[src/rtl/fp_div_pkg.sv]
// -----------------------------------------------------------------------------
// fp_div_pkg
// Shared constants and FSM state type for the sequential FP significand
// divider (fp_mant_div_seq) and its combinational step cell (fp_div_step).
//   MANT_W : significand width including the hidden bit
//   Q_W    : quotient bits produced (1 integer + 23 fraction + guard + round)
//   REM_W  : partial remainder width (one headroom bit above the significand)
//   CNT_W  : step counter width, wide enough to hold Q_W
// -----------------------------------------------------------------------------
package fp_div_pkg;

   localparam int MANT_W = 24;
   localparam int Q_W    = 26;
   localparam int REM_W  = MANT_W + 1;
   localparam int CNT_W  = $clog2(Q_W + 1);

   typedef enum logic [1:0] {
      ST_IDLE = 2'd0,
      ST_RUN  = 2'd1,
      ST_DONE = 2'd2
   } div_state_e;

endpackage

[src/rtl/fp_div_step.sv]
// -----------------------------------------------------------------------------
// fp_div_step
// One restoring-division step, purely combinational.
// Ports:
//   i_rem      : current partial remainder (REM_W bits)
//   i_divisor  : divisor significand (MANT_W bits)
//   o_q        : quotient bit, 1 when i_rem >= i_divisor (equality counts)
//   o_rem_next : (o_q ? i_rem - i_divisor : i_rem) << 1, truncated to REM_W
// -----------------------------------------------------------------------------
module fp_div_step
   import fp_div_pkg::*;
(
   input  logic [REM_W-1:0]  i_rem,
   input  logic [MANT_W-1:0] i_divisor,
   output logic              o_q,
   output logic [REM_W-1:0]  o_rem_next
);

   logic [REM_W-1:0] w_div_ext;
   logic [REM_W-1:0] w_diff;

   assign w_div_ext = {1'b0, i_divisor};
   assign o_q       = (i_rem >= w_div_ext);
   assign w_diff    = o_q ? (i_rem - w_div_ext) : i_rem;
   // After a subtraction the remainder is below the divisor, so the top bit
   // of w_diff is always clear and the shift loses nothing.
   assign o_rem_next = {w_diff[REM_W-2:0], 1'b0};

endmodule

[src/rtl/fp_mant_div_seq.sv]
// -----------------------------------------------------------------------------
// fp_mant_div_seq
// Iterative restoring divider for single-precision significands, one quotient
// bit per clock. Sits between operand unpack and normalise/round; never
// normalises its own result (quotient MSB = integer bit).
// Ports:
//   in_clk          : clock, all state on rising edge
//   in_rst_n        : synchronous active-low reset
//   in_start        : start request, only honoured when not busy
//   in_flush        : abort; wins over in_start, cancels a running op
//   in_dividend     : dividend significand (hidden bit set)
//   in_divisor      : divisor significand (hidden bit set, or zero)
//   out_busy        : high while iterating
//   out_valid       : one-cycle completion pulse
//   out_quotient    : Q_W-bit quotient, held until the next accepted start
//   out_sticky      : OR of final remainder, held like the quotient
//   out_div_by_zero : divisor was zero, held like the quotient
// Build option:
//   FP_DIV_EARLY_EXIT_EN : when defined, finish as soon as the remainder
//                          becomes zero, zero-filling the remaining quotient
//                          bits. Undefined gives a fixed Q_W-step latency.
// -----------------------------------------------------------------------------
module fp_mant_div_seq
   import fp_div_pkg::*;
(
   input  logic              in_clk,
   input  logic              in_rst_n,
   input  logic              in_start,
   input  logic              in_flush,
   input  logic [MANT_W-1:0] in_dividend,
   input  logic [MANT_W-1:0] in_divisor,
   output logic              out_busy,
   output logic              out_valid,
   output logic [Q_W-1:0]    out_quotient,
   output logic              out_sticky,
   output logic              out_div_by_zero
);

   localparam logic [CNT_W-1:0] LP_LAST = CNT_W'(Q_W);

   div_state_e        r_state;
   logic [REM_W-1:0]  r_rem;
   logic [MANT_W-1:0] r_div;
   logic [Q_W-1:0]    r_quot;
   logic [CNT_W-1:0]  r_cnt;
   logic              r_sticky;
   logic              r_dbz;

   logic              w_q;
   logic [REM_W-1:0]  w_rem_next;
   logic [Q_W-1:0]    w_quot_next;
   logic [CNT_W-1:0]  w_cnt_next;

   fp_div_step u_step (
      .i_rem      (r_rem),
      .i_divisor  (r_div),
      .o_q        (w_q),
      .o_rem_next (w_rem_next)
   );

   assign w_quot_next = {r_quot[Q_W-2:0], w_q};
   assign w_cnt_next  = r_cnt + CNT_W'(1);

`ifdef FP_DIV_EARLY_EXIT_EN
   logic [CNT_W-1:0] w_steps_left;
   logic [Q_W-1:0]   w_quot_early;

   // Remaining quotient bits are all zero once the remainder vanishes, so the
   // partial quotient is simply shifted into its final position.
   assign w_steps_left = LP_LAST - w_cnt_next;
   assign w_quot_early = w_quot_next << w_steps_left;
`endif

   always_ff @(posedge in_clk) begin
      if (!in_rst_n) begin
         r_state  <= ST_IDLE;
         r_rem    <= '0;
         r_div    <= '0;
         r_quot   <= '0;
         r_cnt    <= '0;
         r_sticky <= 1'b0;
         r_dbz    <= 1'b0;
      end else begin
         case (r_state)
            ST_IDLE, ST_DONE: begin
               if (in_flush) begin
                  r_state <= ST_IDLE;
               end else if (in_start) begin
                  r_rem <= {1'b0, in_dividend};
                  r_div <= in_divisor;
                  r_cnt <= '0;
                  if (in_divisor == '0) begin
                     // Divide by zero bypasses iteration entirely.
                     r_state  <= ST_DONE;
                     r_quot   <= '1;
                     r_sticky <= 1'b1;
                     r_dbz    <= 1'b1;
                  end else begin
                     r_state  <= ST_RUN;
                     r_quot   <= '0;
                     r_sticky <= 1'b0;
                     r_dbz    <= 1'b0;
                  end
               end else begin
                  r_state <= ST_IDLE;
               end
            end

            ST_RUN: begin
               if (in_flush) begin
                  r_state  <= ST_IDLE;
                  r_rem    <= '0;
                  r_quot   <= '0;
                  r_cnt    <= '0;
                  r_sticky <= 1'b0;
                  r_dbz    <= 1'b0;
               end else begin
                  r_rem <= w_rem_next;
                  r_cnt <= w_cnt_next;
                  if (w_cnt_next == LP_LAST) begin
                     r_state  <= ST_DONE;
                     r_quot   <= w_quot_next;
                     r_sticky <= |w_rem_next;
`ifdef FP_DIV_EARLY_EXIT_EN
                  end else if (w_rem_next == '0) begin
                     r_state  <= ST_DONE;
                     r_quot   <= w_quot_early;
                     r_sticky <= 1'b0;
`endif
                  end else begin
                     r_quot <= w_quot_next;
                  end
               end
            end

            default: r_state <= ST_IDLE;
         endcase
      end
   end

   assign out_busy        = (r_state == ST_RUN);
   assign out_valid       = (r_state == ST_DONE);
   assign out_quotient    = r_quot;
   assign out_sticky      = r_sticky;
   assign out_div_by_zero = r_dbz;

endmodule

[config.mk]
export PLATFORM = sky130hd
export DESIGN_NAME = fp_mant_div_seq
export DESIGN_NICKNAME = d
export VERILOG_FILES = /design/src/rtl/fp_div_pkg.sv /design/src/rtl/fp_div_step.sv /design/src/rtl/fp_mant_div_seq.sv
export SDC_FILE = /design/constraint.sdc
export NUM_CORES = 1
export LEC_CHECK = 0
export CAP_MARGIN = 25
export CORE_MARGIN = 2
export CORE_UTILIZATION = 55
export CTS_CLUSTER_DIAMETER = 40
export DETAILED_ROUTE_END_ITERATION = 6
export GPL_ROUTABILITY_DRIVEN = 0
export PLACE_DENSITY = 0.83
export SYNTH_ARGS = -nofsm -noshare
export SYNTH_HDL_FRONTEND = slang
export SYNTH_HIERARCHICAL = 1
export SYNTH_SLANG_ARGS = --single-unit
export TNS_END_PERCENT = 1
[constraint.sdc]
create_clock -name in_clk -period 4 [get_ports in_clk]
set_clock_uncertainty 0.1 [all_clocks]
set_input_delay 0.8 -clock in_clk [delete_from_list [all_inputs] [get_ports in_clk]]
set_output_delay 0.8 -clock in_clk [all_outputs]
set_load 0.1 [all_outputs]
==> key figures <==
Logic synthesis
  – Number of synthesized register bits: 84
  – Synth area leader: dfxtp_1
  – Post-synth EDFFs: 0
  – Unique cell type count in the Yosys netlist: 73
  – Syn Inst Count: 665
  – Post-synthesis sequential area ratio: 0.323
  – Async SR Flop Fraction: 0
  – Top post-synthesis cells by area: dfxtp_1 (32%), nand2_1 (10%), a21oi_1 (9.1%), ha_1 (6.2%), a311oi_1 (4.2%)
  – Syn avg cell area: 7.83 um^2
  – Synthesized Nets: 744
  – Syn Std Cell Area: 0.00521 mm^2
  – Top-count cell post-synth: nand2_1
  – Synth top cells by count: nand2_1 (141), a21oi_1 (95), dfxtp_1 (84)
  – Ys flop type: dfxtp_1
  – Top cell type's share of synthesized area: 0.323
  – YS warnings: 6

Timing
  – Maximum clock rate: 268 MHz
  – Hold violation count in the final report: 0
  – Final setup vio count: 0
  – Max-slew headroom: 0.334
  – Tightest Pin Transition: 996 ps
  – Final setup TNS: 0 ps
  – Unrepaired setup endpoints after global routing: false
  – Tcrit/Tclk final: 0.934
  – Slew Limit Fails: 0
  – Setup WS post-layout: 262 ps
  – Crit path time final: 3740 ps

Place
  – Dpl hpwl: 9980 um
  – Port bufs: 81
  – Setup WS pre-CTS: 354 ps

Layout
  – Final Net Count: 801
  – Filler cell count: 746
  – Layout cells sized above 1: 0.0839
  – Inserted Diodes: 0
  – Area delta synth->final: 18.1%

Clock network
  – CTS tree: yes
  – CTS root buf: clkbuf_8
  – Clk_lat worst skew: 360 ps
  – # clock sinks: 84
  – Post-CTS Resized: 0
  – CTS clk-pin slew, worst paths: 100 ps
  – Clock Path Buffers: 2
  – Setup bufs post-CTS: 0
  – CTS Buf Count: 9
  – H-tree depth: 3
  – Hold-fix buffers at CTS: 0

Route
  – WL final: 14000 um
  – Initial DRC Count: 361
  – Post-DRT Antenna Nets: 0
  – DR WL/cell: 16.8 um
  – Vias: 5212
  – Via density: 6.22
  – First-pass DRT Iterations: 7
  – Post-route DRC: 12

Worst setup path
  – CP required: 4130 ps
  – Crit path launch type: register
  – Critical Path AT: 3870 ps
  – Largest fanout on the critical path: 32
  – Crit end category: register
  – Crit path cell chain: inv_1 -> ha_1 -> a21oi_2 -> o21ai_0 -> a311o_1 -> a311oi_1 -> a21boi_4 -> buf_4 -> o21ai_0 -> nor4_1 -> nand4_1 -> nor2_1 -> or3_1 -> a31oi_1
  – Kind of critical path: reg2reg
  – Crit-path max cell delay: 390 ps
  – Most numerous cell on the critical path: o21ai_0
  – CP max stage cell: ha_1

Power and ir drop
  – PD cells: 404 mW/mm^2
  – Leak: 0.00227 uW
  – VDD IR max: 236 uV

Global routing
  – Largest net degree at the start of global routing: 51
  – First-pass GRT wire length: 23000 um
  – Overflow after GRT: 0
  – Vias in the first global route: 4821
  – Initial antenna violation count: 0
  – All-Layer GR Usage: 0.276

Floorplan
  – Chip width: 101 um
  – Io pins: 82
  – Initial Util: 0.566
  – # rows: 35
  – Core area: 0.00920 mm^2
  – DIE AREA: 0.0103 mm^2
  – Chip height: 101 um

Run status
  – Status: complete, but fails checks
  – Failing checks: DRC

Hold path
  – Class of the worst hold path: reg2reg

Run
  – Max_cap viols: 0
[path summary, 6_finish.rpt]
| check | slack (ps) | from | endpoint | depth (start not counted) |
|---|---|---|---|---|
| min reg2reg | 360 | r_div[15]$_SDFFE_PN0P_ | r_div[15]$_SDFFE_PN0P_ | 2 |
| max | 260 | r_div[18]$_SDFFE_PN0P_ | out_sticky$_SDFFE_PN0P_ | 14 |
| min | 360 | r_div[15]$_SDFFE_PN0P_ | r_div[15]$_SDFFE_PN0P_ | 2 |
| max reg2reg | 260 | r_div[18]$_SDFFE_PN0P_ | out_sticky$_SDFFE_PN0P_ | 14 |
[layer usage]
layer,global-route usage,vias to the layer above,wire [um]
met5,0,-,0
met4,0.0884,0,270
met3,0.0738,30,1090
met2,0.451,195,6680
met1,0.356,2474,6010
li1,-,2513,-
[layout by cell type (no fill, tap or decap), types with 4 or more instances in the layout]
cell	n
nor2_1	27
o21a_1	7
clkbuf_8	9
inv_1	29
nand2_1	141
buf_4	8
a22oi_1	27
inv_8	4
o31ai_1	5
nand3_1	7
a21oi_1	95
nor4_1	11
ha_1	26
xor2_1	8
o21ai_2	9
clkdlybuf4s50_1	80
a21o_1	11
a211oi_1	5
nor3_1	12
dfxtp_1	84
xnor2_1	7
o21ai_0	19
a311oi_1	25
[layout make-up]
class                           count  area (um^2)  area share
Clock inverter                      7         78.8      0.0128
Tap cell                          111          139      0.0226
Sequential cell                    84         1680       0.273
Clock buffer                        9          124      0.0201
Multi-Input combinational cell    506         3130       0.508
Inverter                           32          121      0.0197
Timing Repair Buffer               89          881       0.143
[registers in the layout (all words and copies together), names as in the netlist]
register,flops
out_sticky,1
r_state,2
r_rem,25
r_cnt,5
out_quotient,26
out_div_by_zero,1
r_div,24
[per-stage QoR]
step,hold WS [ps],util,total power [uW],instances,instance area (um^2)
final,359,0.669,2490,838,6150
after CTS,360,0.667,2470,837,6130
after detailed placement,346,0.645,1850,821,5930
after floorplan,336,-,1660,665,5210
after global routing,387,0.669,2620,838,6150
after global placement,344,0.645,1830,821,5930
[logic make-up after synthesis]
logic type / share of synthesized area
AOI/OAI and AO/OA: 0.303
and+or+nand+nor: 0.199
DFF: 0.323
buffers and inverters: 0.0783
adders and majority gates: 0.0663
xor gates and xnor gates: 0.0252
muxes: 0.00384
other: 0.000720
[worst max-delay path: cells and delay by family (launching register included)]
family | cells | cell delay, ps
flip-flops | 1 | 340
buffers and inverters | 2 | 400
adder cells (fa/ha/maj) | 1 | 390
AND/OR/NAND/NOR | 4 | 830
AO/OA/AOI/OAI | 7 | 1560
[power breakdown]
| part | internal [uW] | switching, uW |
|---|---|---|
| clock network | 251 | 372 |
| logic | 386 | 579 |
| registers | 870 | 27.1 |
| total | 1510 | 978 |
(Power assumes the default switching activity.)
